`config.mk`:
```
export PLATFORM = sky130hd
export DESIGN_NAME = gf180mcu_fd_sc_mcu7t5v0_aoi21_1_wrap
export DESIGN_NICKNAME = d
export VERILOG_FILES = /design/src/rtl/gf180mcu_fd_sc_mcu7t5v0_aoi21_1_wrap.sv
export SDC_FILE = /design/constraint.sdc
export NUM_CORES = 1
export LEC_CHECK = 0
export CAP_MARGIN = 15
export CORE_MARGIN = 8
export CORE_UTILIZATION = 35
export DETAILED_ROUTE_END_ITERATION = 10
export GPL_TIMING_DRIVEN = 0
export HOLD_SLACK_MARGIN = 0.05
export PLACE_DENSITY = 0.57
export SYNTH_ARGS = -nofsm -noshare
export SYNTH_HDL_FRONTEND = slang
export SYNTH_SLANG_ARGS = --single-unit
```
`constraint.sdc`:
```
create_clock -name clk -period 2.2 [get_ports clk]
set_input_delay 0.44 -clock clk [delete_from_list [all_inputs] [get_ports clk]]
set_output_delay 0.44 -clock clk [all_outputs]
set_load 0.05 [all_outputs]
```
`src/rtl/gf180mcu_fd_sc_mcu7t5v0_aoi21_1_wrap.sv`:
```
// AOI21 cell wrapper: ZN = ~((A1 & A2) | B), plus a registered copy of ZN
// and saturating rise/fall transition counters for that registered copy.
module gf180mcu_fd_sc_mcu7t5v0_aoi21_1_wrap #(
    parameter int CNT_W = 16
) (
    input  logic             clk,
    input  logic             rst,
    input  logic             A1,
    input  logic             A2,
    input  logic             B,
    output logic             ZN,
    output logic             ZN_Q,
    output logic [CNT_W-1:0] ZN_RISE,
    output logic [CNT_W-1:0] ZN_FALL
);

    logic             zn_s;
    logic             zn_q_r;
    logic             primed_r;
    logic [CNT_W-1:0] rise_r;
    logic [CNT_W-1:0] fall_r;
    logic [CNT_W-1:0] rise_nxt_s;
    logic [CNT_W-1:0] fall_nxt_s;

    // Increment that sticks at all-ones instead of wrapping.
    function automatic logic [CNT_W-1:0] sat_inc(input logic [CNT_W-1:0] v);
        if (v == {CNT_W{1'b1}}) begin
            return v;
        end else begin
            return v + CNT_W'(1'b1);
        end
    endfunction

    // Cell function; 4-state operators give controlling-value X resolution.
    always_comb begin
        zn_s = ~((A1 & A2) | B);
    end

    // Edge detection compares the sampled ZN against the previous registered value.
    always_comb begin
        rise_nxt_s = rise_r;
        fall_nxt_s = fall_r;
        if (primed_r && (zn_q_r == 1'b0) && (zn_s == 1'b1)) begin
            rise_nxt_s = sat_inc(rise_r);
        end else if (primed_r && (zn_q_r == 1'b1) && (zn_s == 1'b0)) begin
            fall_nxt_s = sat_inc(fall_r);
        end else begin
            rise_nxt_s = rise_r;
            fall_nxt_s = fall_r;
        end
    end

    // Registered state; reset clears everything including the primed flag.
    always_ff @(posedge clk) begin
        if (rst) begin
            zn_q_r   <= 1'b0;
            primed_r <= 1'b0;
            rise_r   <= {CNT_W{1'b0}};
            fall_r   <= {CNT_W{1'b0}};
        end else begin
            zn_q_r   <= zn_s;
            primed_r <= 1'b1;
            rise_r   <= rise_nxt_s;
            fall_r   <= fall_nxt_s;
        end
    end

    assign ZN      = zn_s;
    assign ZN_Q    = zn_q_r;
    assign ZN_RISE = rise_r;
    assign ZN_FALL = fall_r;

endmodule

```
==> impl_results.md, run 1 <==
- Sequential cell area fraction in the yosys report: 39.02%
- Final worst path period share: 97.38%
- Overall overflow remaining after global route: 0
- Global-route wire length before repair: 7583 µm
- Required time at the endpoint of the critical path: 2.42 ns
- Detailed-route via count: 1781
- Number of distinct standard cells referenced by the synthesized netlist: 40
- Internal portion of total power: 0.8950 mW
- Number of clock sinks seen by CTS: 34
- GRT Overall Usage: 12.44%
- Total detailed-routing wirelength: 4574 µm
- Via count of the first global-routing pass: 1563
- Critical Path Fanout Max: 8
- Clock Latency Late Sink: 0.29 ns
- Number of flops mapped to enable cells by yosys: 0
- Setup WS pre-CTS: -0.4371 ns
- Finished Core Util: 49.58%
- Iter 0 DRT Violations: 45
- Maximum single-stage delay on the critical path: 0.53 ns
- Commonest cells after routing, fill and taps aside: 36 x clkdlybuf4s50_1, 28 x dfxtp_1, 21 x a21oi_1
- Post-route setup TNS: 0 ns
- Hold buffer count at cts: 0
- Die extent in x: 86.59 µm
- Die Outline Area: 7498 µm²
- Clock share of power: 41.0%
- Core ar.: 4755 µm²
- Most frequent standard cell in the layout excluding fill and tap cells: clkdlybuf4s50_1
- Detailed Place HPWL: 3331 µm
- Tightest Hold Check Type: reg2reg
- Number of top-level design ports: 39
- Initial DRT Pass Iterations: 4
- Chain of cells forming the critical path: clkdlybuf4s50_1 > a21o_1 > buf_4 > or4_1 > buf_6 > or3_1 > a21oi_1
- Start of the worst register-to-register path: ZN_RISE[0]
- Placement row count: 25
- Max Clk Rate: 466.8 MHz
- Library cell contributing the largest single delay on the critical path: or4_1
- IO buf count: 37
- Share of power burned in combinational logic: 5.8%
- Antenna violations before repair: 0
- Fraction of final layout cells sized beyond drive strength 1: 15.69%
- Total DRC errors in the routed layout: 0
- RSZ-0062 raised after global routing: false
- Starting density of the core: 36.68%
- Max-cap violations: 0
- Worst Path Class, Setup: in2reg
- Worst setup path startpoint: A2
- Floorplan die height: 86.59 µm
- Number of setup violations in the final report: 0
- CP startpoint kind: input port
- Number of cells produced by synthesis: 209
- Post-DRT Antenna Nets: 0
- Maximum number of pins on one net before global-route repair: 11
- Slew of the pin with the lowest slew margin: 0.8206 ns
- Flop pwr share: 53.3%
- Mean instance size in the synthesized netlist: 8.345 µm²
- Worst-case headroom to the max-slew limit: 44.88%
- Slew Limit Fails: 0
- Worst setup slack after layout: 0.05757 ns
- Pwr Density: 498.8 nW/µm²
- Worst IR Drop VDD: 0.0002665 V
- Crit end category: register
- Seq cells post-synth: 34
- Lkg Pwr: 0.6973 nW
- Most used flip-flop cell after synthesis: dfxtp_1
- Number of warning messages in the yosys log: 0
- NetSw: 0.2808 mW
- Final min period: 2.142 ns
- Clock transition at the registers of the reported paths: 0.08 ns
- Routability congestion estimate from global placement: 0.7827
- Fin Clk Skew: 0.008501 ns
- Via-to-Cell Ratio: 5.531
- Run status: finished, final reports clean
- Antenna fix cells: 0
- Switching fraction of total power: 23.88%
- Cell family with the largest share of critical-path delay: simple AND/OR/NAND/NOR gates
- Maximum level of the CTS H-tree: 2
- Root Buffer Master: clkbuf_8
- CTS tree: built
- Origin of the worst min-delay path: ZN_FALL[15]
- Clock buffer depth: 2
- Clock buffers created by TritonCTS: 5
- Final hold vios: 0
- Post-synth net total: 216
- Data arrival at the endpoint of the critical path: 2.36 ns
- Mean routed wirelength per cell: 14.20 µm
- Final layout net count: 261
- Count of buffer and inverter cells on the critical path: 3
- Relative area change from synthesis to final layout: 35.15%
- Tot Pwr: 1.176 mW
- Share of synthesized registers carrying an async set or reset: 0%
- Netlist area before placement: 1744 µm²
final timing paths:
check / to / slack, ns / depth (start not counted)
setup / recovery: ZN_RISE[14] / 0.06 / 7
hold / removal: ZN_FALL[15] / 0.51 / 2
setup reg to reg: ZN_RISE[14] / 0.17 / 6
hold reg to reg: ZN_FALL[15] / 0.51 / 2
cell usage after synthesis (all sizes together), types with 7 or more instances:
library cell | count | area (µm²)
nand4 | 12 | 81.33
nor2 | 10 | 37.54
or4 | 18 | 136.4
a21oi | 23 | 115.1
clkbuf | 11 | 43.79
inv | 7 | 26.27
dfxtp | 34 | 680.7
or3 | 8 | 51.30
o21ai | 8 | 40.04
o31ai | 15 | 112.6
nand3 | 13 | 65.06
nand2 | 10 | 37.54
kinds of logic after synthesis:
family	count (synthesis)	synth area share, %
AND/OR/NAND/NOR	93	32.07
AO/OA/AOI/OAI	57	20.66
flip-flops	34	39.02
buffers and inverters	19	4.303
multiplexers	4	2.511
adder cells (fa/ha/maj)	2	1.434
tightest hold or removal path, cell delays in order (launching register included):
cell	delay, ns
dfxtp_1	0.33
o31ai_1	0.07
a21oi_1	0.06
sequential cells by signal, summed over array words and instances (netlist names):
name      cells
ZN_FALL      16
ZN_RISE      16
primed_r      1
ZN_Q          1
layer usage:
layer	vias to the layer above	part of all wire [%]	track usage (%)
li1	910	-	-
met1	833	48	15.14
met2	34	46	19.72
met3	4	5.5	4.915
met4	0	0.68	3.443
met5	-	0	0
metrics by stage:
step	std cells	hold slack, ns	instance area (µm²)
after CTS	324	0.5057	2342
after global routing	322	0.5244	2357
after detailed placement	313	0.4903	2206
after floorplan	209	0.5940	1752
final	322	0.5053	2357
after global placement	313	0.4857	2206
timing repair:
| action | 4_1_cts | 5_1_grt |
|---|---|---|
| resized for setup | 8 | 13 |
| buffers inserted | 3 | 0 |
| endpoints found under the setup margin | 9 | 15 |
| cloned | 0 | 0 |
| hold endpoints to repair | 0 | 0 |
| pin swaps | 4 | 2 |
power groups by stage:
| stage | clock network (mW) | registers [mW] | logic [mW] |
|---|---|---|---|
| final | 0.482 | 0.626 | 0.0678 |
| after global routing | 0.524 | 0.627 | 0.0739 |
| after CTS | 0.503 | 0.626 | 0.0679 |
| after detailed placement | 0 | 0.641 | 0.0649 |
| after global placement | 0 | 0.640 | 0.0651 |
| after floorplan | 0 | 0.650 | 0.0296 |
layout make-up:
cell class | count | area [µm²]
buffer | 10 | 55.05
clock buffer | 7 | 86.33
clock inverter | 1 | 5.005
fill | 497 | 2397
inverter | 7 | 26.28
multi-input combinational | 156 | 1020
sequential | 34 | 688.2
tap | 67 | 83.83
timing repair buffer | 40 | 392.9
(Power assumes the default switching activity.)
==> inputs of run 2 (changes only) <==
--- a/config.mk
+++ b/config.mk
@@ -6,12 +6,13 @@
 export NUM_CORES = 1
 export LEC_CHECK = 0
 export CAP_MARGIN = 15
-export CORE_MARGIN = 8
+export CELL_PAD_IN_SITES_DETAIL_PLACEMENT = 0
+export CELL_PAD_IN_SITES_GLOBAL_PLACEMENT = 1
 export CORE_UTILIZATION = 35
 export DETAILED_ROUTE_END_ITERATION = 10
 export GPL_TIMING_DRIVEN = 0
 export HOLD_SLACK_MARGIN = 0.05
-export PLACE_DENSITY = 0.57
+export PLACE_DENSITY = 0.74
 export SYNTH_ARGS = -nofsm -noshare
 export SYNTH_HDL_FRONTEND = slang
 export SYNTH_SLANG_ARGS = --single-unit
==> impl_results.md, run 2 (synthesis results as in run 1) <==
- Commonest cells after routing, fill and taps aside: 35 x clkdlybuf4s50_1, 28 x dfxtp_1, 23 x a21oi_1
- Cell Count, Final, Fillers Out: 323
- Slew Limit Fails: 0
- Number of top-level design ports: 39
- Routability congestion estimate from global placement: 0.7408
- Finished Core Util: 50.18%
- Antenna violations before repair: 0
- DP Cell Count: 313
- Clock buffers created by TritonCTS: 5
- Number of setup violations in the final report: 0
- Initial DRT Pass Iterations: 4
- Crit end category: primary output
- Root Buffer Master: clkbuf_8
- Tightest Hold Check Type: reg2reg
- Max Clk Rate: 471.7 MHz
- Final layout net count: 264
- Pwr Density: 482.8 nW/µm²
- Maximum level of the CTS H-tree: 2
- CP startpoint kind: input port
- Run status: finished, final reports clean
- Placement row count: 25
- Mean routed wirelength per cell: 13.82 µm
- Worst-case reg-to-reg path depth: 6
- Via-to-Cell Ratio: 5.502
- Number of clock sinks seen by CTS: 34
- Die Outline Area: 5269 µm²
- Overall overflow remaining after global route: 0
- Worst setup path startpoint: A2
- Final min period: 2.120 ns
- Chain of cells forming the critical path: clkdlybuf4s50_1 > a21o_1 > inv_2 > clkdlybuf4s15_1
- Most frequent standard cell in the layout excluding fill and tap cells: clkdlybuf4s50_1
- Max-cap violations: 0
- Total detailed-routing wirelength: 4464 µm
- CTS tree: built
- Layout filler cell count: 480
- Clock Latency Late Sink: 0.28 ns
- Hold buffer count at cts: 0
- Start of the worst register-to-register path: ZN_RISE[0]
- Fraction of final layout cells sized beyond drive strength 1: 16.02%
- Clock buffer depth: 2
- Worst IR Drop VDD: 0.0002183 V
- Iter 0 DRT Violations: 96
- Capture point of the worst path: ZN
- Tot Pwr: 1.152 mW
- Starting density of the core: 36.68%
- Lkg Pwr: 0.7252 nW
- Data arrival at the endpoint of the critical path: 1.68 ns
- Reg-to-reg critical path endpoint: ZN_RISE[14]
- Fin Clk Skew: 0.001931 ns
- Detailed Place HPWL: 3121 µm
- Maximum number of pins on one net before global-route repair: 11
- Worst-case headroom to the max-slew limit: 48.92%
- Register area: 693.2 µm²
- Final hold vios: 0
- Post-DRT Antenna Nets: 0
- Via count of the first global-routing pass: 1529
- Antenna fix cells: 0
- Worst setup slack after layout: 0.07995 ns
- Library cell contributing the largest single delay on the critical path: clkdlybuf4s15_1
- Setup WS pre-CTS: -0.4441 ns
- Floorplan die height: 72.59 µm
- Maximum single-stage delay on the critical path: 0.50 ns
- Slew of the pin with the lowest slew margin: 0.7604 ns
- IO buf count: 37
- Slack of the worst reg-to-reg path: 0.12 ns
- Worst Path Class, Setup: in2out
- Required time at the endpoint of the critical path: 1.76 ns
- Post-route setup TNS: 0 ns
- Clock transition at the registers of the reported paths: 0.06 ns
- Area occupied by multi-input gates: 1025 µm²
- Core ar.: 4755 µm²
- Final worst path period share: 96.37%
- Total DRC errors in the routed layout: 0
- GRT Overall Usage: 17.71%
- Detailed-route via count: 1777
- Critical Path Fanout Max: 5
- Relative area change from synthesis to final layout: 36.80%
- Die extent in x: 72.59 µm
- Global-route wire length before repair: 7189 µm
run 2: how the worst min path moves through the flow:
stage	start	endpoint	slack [ns]	depth (start not counted)
6_report	ZN_FALL[15]	ZN_FALL[15]	0.51	2
5_1_grt	ZN_FALL[15]	ZN_FALL[15]	0.53	2
4_1_cts	ZN_FALL[15]	ZN_FALL[15]	0.50	2
3_5_place_dp	ZN_FALL[15]	ZN_FALL[15]	0.49	2
3_3_place_gp	ZN_FALL[15]	ZN_FALL[15]	0.49	2
2_1_floorplan	ZN_RISE[1]	ZN_RISE[1]	0.59	2
run 2: cell type report:
type / instances / share of cell area (%)
plain buffers: 11 / 2.884
repair buffers: 42 / 17.04
clock buffers: 6 / 3.461
flip-flops and latches: 34 / 29.05
well taps: 67 / 3.513
multi-input cells: 156 / 42.95
inverters: 7 / 1.101
run 2: timing repair:
item | in CTS | in global routing
gates resized for setup | 9 | 16
endpoints found under the setup margin | 12 | 15
pin swaps | 5 | 2
buffers inserted | 3 | 2
run 2: power breakdown:
| part | switching, mW | total, mW | internal (mW) |
|---|---|---|---|
| clock network | 0.214 | 0.456 | 0.241 |
| logic | 0.0488 | 0.0729 | 0.0241 |
| registers | 0.00516 | 0.624 | 0.618 |
| total | 0.268 | 1.15 | 0.884 |
run 2: per-stage QoR:
stage / hold WS [ns] / instance area [µm²]
floorplan: 0.5940 / 1752
detailed placement: 0.4911 / 2206
global placement: 0.4865 / 2206
finish: 0.5050 / 2386
CTS: 0.5049 / 2332
global route: 0.5341 / 2386
run 2: critical path, delay by kind of cell:
family / cells / cell delay (ns)
AOI/OAI and AO/OA: 1 / 0.21
buffers and inverters: 3 / 1.03
run 2: routing by layer:
metal  GRT usage, %  vias up  wire length [µm]
met2          26.90       38              1998
met5              0        -                 0
li1               -      914                 -
met1          23.83      823              2220
met4          5.229        0                28
met3          5.939        2               217
==> inputs of run 3 (changes only) <==
--- a/config.mk
+++ b/config.mk
@@ -8,11 +8,11 @@
 export CAP_MARGIN = 15
 export CELL_PAD_IN_SITES_DETAIL_PLACEMENT = 0
 export CELL_PAD_IN_SITES_GLOBAL_PLACEMENT = 1
-export CORE_UTILIZATION = 35
+export CORE_UTILIZATION = 37
 export DETAILED_ROUTE_END_ITERATION = 10
 export GPL_TIMING_DRIVEN = 0
 export HOLD_SLACK_MARGIN = 0.05
-export PLACE_DENSITY = 0.74
+export PLACE_DENSITY = 0.78
 export SYNTH_ARGS = -nofsm -noshare
 export SYNTH_HDL_FRONTEND = slang
 export SYNTH_SLANG_ARGS = --single-unit
==> impl_results.md, run 3 (synthesis results as in run 1) <==
- Antenna fix cells: 0
- Initial DRT Pass Iterations: 9
- Run status: complete, but fails checks
- Floorplan die height: 70.66 µm
- Slew of the pin with the lowest slew margin: 0.8389 ns
- Worst IR Drop VDD: 0.0003283 V
- Cell family with the largest share of critical-path delay: buffers and inverters
- Placement row count: 24
- Most frequent standard cell in the layout excluding fill and tap cells: clkdlybuf4s50_1
- Die Outline Area: 4993 µm²
- Finished Core Util: 52.90%
- Clock Latency Late Sink: 0.28 ns
- Global-route wire length before repair: 7003 µm
- Maximum single-stage delay on the critical path: 0.45 ns
- Die extent in x: 70.66 µm
- Final worst path period share: 96.45%
- Max Clk Rate: 471.3 MHz
- Fin Clk Skew: 0.002982 ns
- Maximum number of pins on one net before global-route repair: 12
- Antenna violations before repair: 0
- CP startpoint kind: input port
- Library cell contributing the largest single delay on the critical path: clkdlybuf4s50_1
- Chain of cells forming the critical path: clkdlybuf4s50_1 > a21o_1 > buf_4 > nand3_1 > clkbuf_2 > nor4_2 > mux2_2
- CTS tree: built
- Count of buffer and inverter cells on the critical path: 3
- Required time at the endpoint of the critical path: 2.38 ns
- Detailed Place HPWL: 3021 µm
- Final min period: 2.122 ns
- Start of the worst register-to-register path: ZN_RISE[0]
- Clock buffer depth: 2
- Number of clock sinks seen by CTS: 34
- Origin of the worst min-delay path: ZN_FALL[15]
- Worst-case reg-to-reg path depth: 5
- IO buf count: 37
- Core ar.: 4444 µm²
- Number of setup violations in the final report: 0
- Worst-case headroom to the max-slew limit: 43.64%
- Failing checks: DRC
- Total detailed-routing wirelength: 4268 µm
- Pwr Density: 537.5 nW/µm²
- Slack of the worst reg-to-reg path: 0.19 ns
- Cell Count, Final, Fillers Out: 306
- Post-DRT Antenna Nets: 0
- Critical Path Fanout Max: 10
- Via-to-Cell Ratio: 5.804
- Fraction of final layout cells sized beyond drive strength 1: 16.54%
- Mean routed wirelength per cell: 13.95 µm
- Tightest Hold Check Type: reg2reg
- Slew Limit Fails: 0
- GRT Overall Usage: 17.42%
- Commonest cells after routing, fill and taps aside: 36 x clkdlybuf4s50_1, 28 x dfxtp_1, 22 x a21oi_1
- Cell Area, Placed: 2187 µm²
- Lkg Pwr: 0.7075 nW
- Crit end category: register
- Detailed-route via count: 1776
- Reg-to-reg critical path endpoint: ZN_RISE[15]
- Post-Layout Inst Area: 2351 µm²
- Relative area change from synthesis to final layout: 34.79%
- Data arrival at the endpoint of the critical path: 2.30 ns
- DP Cell Count: 298
- Overall overflow remaining after global route: 0
- Routability congestion estimate from global placement: 0.7483
- Via count of the first global-routing pass: 1519
- Starting density of the core: 39.25%
- Clock buffers created by TritonCTS: 5
- Hold Path End: ZN_FALL[15]
- Root Buffer Master: clkbuf_8
- Maximum level of the CTS H-tree: 2
- Total DRC errors in the routed layout: 2
- Hold slack final: 0.5099 ns
- Worst Path Class, Setup: in2reg
- Clock transition at the registers of the reported paths: 0.07 ns
- Iter 0 DRT Violations: 83
- Final hold vios: 0
- Tot Pwr: 1.264 mW
- Max-cap violations: 0
- WHS Path Cells: 2
- Hold buffer count at cts: 0
- RSZ-0062 raised after global routing: true
- Final layout net count: 260
- Number of top-level design ports: 39
## run 3: changes by cell type in the layout (fill, tap and decap cells not counted), sizes merged
cell,before,now
buf,8,3
clkinv,0,2
bufinv,0,1
clkbuf,14,15
clkdlybuf4s15,1,0
clkdlybuf4s50,35,36
dlygate4sd2,1,0
## run 3: metal layers
layer	vias up	part of all wire (%)	global-route usage, %
met2	37	44	28.16
li1	909	-	-
met1	826	51	23.28
met3	4	3.9	3.989
met5	-	0	0
met4	0	0.87	5.333
## run 3: how the worst max path moves through the flow
| stage | startpoint | end | slack (ns) | cells after the start |
|---|---|---|---|---|
| final | A1 | ZN_FALL[8] | 0.08 | 7 |
| after global routing | A1 | ZN_FALL[8] | -0.007 | 7 |
| after CTS | A2 | ZN_FALL[8] | 0.002 | 7 |
| after detailed placement | A1 | ZN_FALL[15] | -0.38 | 7 |
| after global placement | A1 | ZN_FALL[15] | -0.39 | 7 |
| after floorplan | ZN_FALL[6] | ZN_FALL[15] | 0.01 | 5 |
## run 3: repair_timing
action | CTS | global route
resized for setup | 7 | 11
buffers inserted | 2 | 0
endpoints found under the hold margin | 0 | 0
endpoints found under the setup margin | 11 | 14
pin swaps | 5 | 1
## run 3: where the power goes
part	total [mW]	internal, mW	switching [mW]
registers	0.626	0.620	0.00680
clock network	0.570	0.333	0.237
logic	0.0672	0.0220	0.0452
total	1.26	0.975	0.289
## run 3: layout make-up
type                       instances  area (µm²)
clock inverter                     3       40.04
tap                               52       65.06
fill                             450        2093
sequential                        34       688.2
clock buffer                       5       68.82
multi-input combinational        156        1025
timing repair buffer              39       380.4
buffer                            10       57.56
inverter                           7       26.28
## run 3: worst register-to-register path: cells and delay by family, from the launching register on
kind / cells / cell delay [ns]
adders and majority gates: 1 / 0.20
and+or+nand+nor: 3 / 1.23
AOI/OAI and AO/OA: 1 / 0.05
DFF: 1 / 0.40
## run 3: per-stage QoR
stage	setup slack, ns	TNS (ns)
CTS	0.002243	0
detailed placement	-0.3762	-4.563
global route	-0.006883	-0.01519
finish	0.07807	0
floorplan	0.01163	0
global placement	-0.3873	-4.432
==> RTL change 1: new RTL, config.mk and constraints of run 1 <==
Add an input register stage for `A1`, `A2` and `B`, without a reset; this delays them by one clock. Comments in the files are not updated.
--- a/src/rtl/gf180mcu_fd_sc_mcu7t5v0_aoi21_1_wrap.sv
+++ b/src/rtl/gf180mcu_fd_sc_mcu7t5v0_aoi21_1_wrap.sv
@@ -13,6 +13,16 @@
     output logic [CNT_W-1:0] ZN_RISE,
     output logic [CNT_W-1:0] ZN_FALL
 );
+
+    logic A1_q;
+    logic A2_q;
+    logic B_q;
+
+    always_ff @(posedge clk) begin
+        A1_q <= A1;
+        A2_q <= A2;
+        B_q  <= B;
+    end
 
     logic             zn_s;
     logic             zn_q_r;
@@ -33,7 +43,7 @@
 
     // Cell function; 4-state operators give controlling-value X resolution.
     always_comb begin
-        zn_s = ~((A1 & A2) | B);
+        zn_s = ~((A1_q & A2_q) | B_q);
     end
 
     // Edge detection compares the sampled ZN against the previous registered value.
Function: changed (a bounded check fails within 4 cycles, from zero or initial values and one cycle with rst high).
==> RTL change 1 against run 1 <==
  * Sequential share of layout area is 1.8 points higher
  * Highest routed layer unchanged
  * Synthesized area up 3.4%
  * Clock skew decreased by 0.0049 ns
  * Largest power group is now the clock network
  * Sequential cell count rose by 3
  * Routed wire length up 3.4%
  * Critical path depth is 2 lower
  * Via count increased by 1.2%
  * Combinational power fell by 5.6%
  * Non-clock buffer count fell by 2
  * Utilization down 1.8 points
  * Final area up 2.3%
  * Critical endpoint unchanged
  * Power increased by 24%
  * Setup slack better by 0.081 ns
==> RTL change 1: results (changes against run 1) <==
[run_status]
status = complete, no violations

[clocking]
clock_path_buffers = 2  ; unchanged
ctsResizeCount = 1  ; -7
cts-hold-fix-buffers = 0  ; unchanged

[setup_path]
critPathLaunch = ZN_RISE[0]
slowest_delay_ns = 0.68  ; +0.15 ns

[global_routing]
grt_pass1_wl_um = 7950  ; +4.8%
globalRouteTotalUtil_pct = 12.8  ; +0.39 points
grt_max_degree = 13  ; +2
grt_pass1_vias = 1632  ; +4.4%

[synthesis]
synth_nets = 219  ; +1.4%
ys_types = 40  ; unchanged
synth-compound-area-share_pct = 20.0  ; -0.69 points
synth_common_cells = dfxtp_1 (37), a21oi_1 (23), or4_1 (17)
syn_area_per_cell_sq_um = 8.51  ; +2.0%
synth_seq_area_share_pct = 41.1  ; +2.0 points
synth.mux.area_fraction_pct = 2.43  ; -0.084 points
synth_adder_area_share_pct = 1.39  ; -0.048 points
synthTopCellsByArea = dfxtp_1 (41%), or4_1 (7.1%), a21oi_1 (6.4%)

[detailed_routing]
drt_iter0_markers = 68  ; +51%
routedWlPerCell_um = 14.5  ; +2.1%
viasPerCell = 5.53  ; about the same
drt_wl_total_um = 4730  ; +3.4%

[final_layout]
post-route-util_pct = 47.8  ; -1.8 points
nets = 262  ; +0.38%
fillCellCount = 519  ; +4.4%
drive_above_1_share_pct = 12.5  ; -3.2 points

[sta]
clock_skew_ns = 0.00363  ; -0.00488 ns
slew_headroom_pct = 47.2  ; +2.3 points
hold_slack_ns = 0.505  ; -0.000289 ns
worst_slack_ns = 0.139  ; +0.0813 ns

[pwr]
comb_power_uw = 64.0  ; -5.6%
pwr-share-clk_pct = 48.8  ; +7.8 points
ir_drop_v = 0.000318  ; +19%
power_uw = 1460  ; +24%
p_leak_uw = 0.000718  ; +3.0%
p_int_uw = 1150  ; +28%

[place]
gp_congestion = 0.825  ; +5.5%
dp.cells = 319  ; +1.9%
hpwl_um = 3400  ; +2.1%
dp_slack_ns = 0.130  ; +0.567 ns
placed_area_sq_um = 2270  ; +2.9%

-- RTL change 1: routing by layer --
metal | vias up | wire length [um] | global-route usage [%]
met5 | - | 0 | 0
met4 | 0 | 48 | 4.84
met3 | 4 | 181 | 3.66
met2 | 25 | 2150 | 20.5
met1 | 859 | 2350 | 15.8
li1 | 914 | - | -
-- RTL change 1: path summary, 6_finish.rpt --
check	endpoint	cells after the start
setup / recovery	ZN_RISE[14]	5
hold / removal	ZN_FALL[15]	2
setup reg to reg	ZN_RISE[14]	5
hold reg to reg	ZN_FALL[15]	2
-- RTL change 1: cell type report --
class                   instances  area share, %
plain buffers                  11           1.87
clock buffers                   5           2.85
clock inverters                 3           2.70
inverters                       7           1.09
multi-input cells             156           41.5
flip-flops and latches         37           31.0
well taps                      70           3.63
repair buffers                 37           15.3
==> RTL change 2: new RTL, settings of run 1 <==
Made on the original files. Change the parameter `CNT_W` from 16 to 32.
--- a/src/rtl/gf180mcu_fd_sc_mcu7t5v0_aoi21_1_wrap.sv
+++ b/src/rtl/gf180mcu_fd_sc_mcu7t5v0_aoi21_1_wrap.sv
@@ -1,7 +1,7 @@
 // AOI21 cell wrapper: ZN = ~((A1 & A2) | B), plus a registered copy of ZN
 // and saturating rise/fall transition counters for that registered copy.
 module gf180mcu_fd_sc_mcu7t5v0_aoi21_1_wrap #(
-    parameter int CNT_W = 16
+    parameter int CNT_W = 32
 ) (
     input  logic             clk,
     input  logic             rst,
Interface: changed (resized ZN_FALL and ZN_RISE); port bits go from 39 to 71. No check against the original RTL was run, so the function may have changed too.
==> RTL change 2 against run 1 <==
  * Die area increased by 75%
  * Synthesized area rose by 95%
  * Clock power is 100% higher
  * Routed wire length up 140%
  * Synthesized cell count up 95%
  * Cell count is 98% higher
  * Sequential cell count increased by 32
  * Largest cell class unchanged
  * Setup slack worse by 0.031 ns
  * Highest routed layer unchanged
  * Power up 95%
  * Final area is 100% higher
  * Critical path depth is 1 lower
  * Critical path type unchanged
  * Sequential share of layout area about the same
  * Critical endpoint is now ZN_RISE[30]
==> RTL change 2: results (changes against run 1) <==
[final_layout]
drive_above_1_share_pct = 25.5  ; +9.9 points
nets = 507  ; +94%

[clocking]
clock_latency_ns = 0.34  ; +0.05 ns
htree_num_levels = 3  ; +1
cts_buffers = 9  ; +4

[sta]
hold_slack_ns = 0.489  ; -0.0163 ns
tightest_slew_ns = 0.831  ; +0.0108 ns
max_freq_mhz = 460  ; -1.4%

[global_routing]
globalRouteTotalUtil_pct = 16.5  ; +4.0 points
grt_util_met3_pct = 4.06  ; -0.85 points
grt_pass1_wl_um = 17500  ; +130%
grtUsageMet2_pct = 25.8  ; +6.1 points

[min_path]
min_to = ZN_FALL[9]
min_from = ZN_FALL[9]

[run_status]
status = complete, no violations

[setup_path]
critical_path_arrival_ns = 2.44  ; +0.08 ns
critPathLaunch = A1
critical_path_peak_fanout = 5  ; -3
slowest_delay_ns = 0.48  ; -0.05 ns
critical_path.slowest_cell = or4_4

[place]
dp.cells = 609  ; +95%
port_buffers = 69  ; +86%

[synthesis]
synth_common_cells = dfxtp_1 (66), a21oi_1 (49), nor2_1 (27)
syn_area_per_cell_sq_um = 8.37  ; +0.35%

[detailed_routing]
drt_iter0_markers = 247  ; +450%

RTL change 2: cell types whose count changed after synthesis, moves of 5 or more:
| cell | before | now |
|---|---|---|
| dfxtp_1 | 34 | 66 |
| a21oi_1 | 23 | 49 |
| or3_1 | 7 | 26 |
| nor2_1 | 10 | 27 |
| nand2_1 | 10 | 26 |
| o21ai_0 | 8 | 19 |
| nand4_1 | 11 | 19 |
| o21ai_1 | 0 | 8 |
| or4_1 | 17 | 25 |
| inv_1 | 6 | 13 |
| nor4_1 | 4 | 11 |
| o31ai_1 | 15 | 22 |
| nand3_1 | 13 | 18 |
RTL change 2: cell type report:
| class | instances | share of cell area (%) |
|---|---|---|
| inverter | 13 | 1.02 |
| sequential | 66 | 29.1 |
| tap | 133 | 3.47 |
| timing repair buffer | 81 | 16.3 |
| buffer | 20 | 3.21 |
| multi-input combinational | 309 | 43.1 |
| clock inverter | 3 | 0.836 |
| clock buffer | 13 | 2.90 |
RTL change 2: logic make-up (layout without fill, tap and decap cells):
| group | count (synthesis) | count (layout) | synth area share [%] |
|---|---|---|---|
| AOI/OAI and AO/OA | 108 | 109 | 19.0 |
| xor gates and xnor gates | 5 | 5 | 1.28 |
| adders and majority gates | 2 | 2 | 0.734 |
| buffers and inverters | 33 | 130 | 5.51 |
| DFF | 66 | 66 | 38.8 |
| muxes | 8 | 8 | 2.72 |
| and+or+nand+nor | 185 | 185 | 32.0 |
RTL change 2: repair_timing:
action	in CTS	in global routing
setup endpoints to repair	31	46
setup buffers	4	8
resized for setup	19	25
gates cloned	1	0
pin swaps	4	13
RTL change 2: worst min-delay path, stage by stage, from the launching register on:
cell and delay (ns):
dfxtp_2 0.34, o31ai_1 0.06, a21oi_1 0.05
RTL change 2: where the power goes:
group	switching, uW	internal, uW
clock	456	523
combinational	77.0	35.6
sequential	6.34	1190
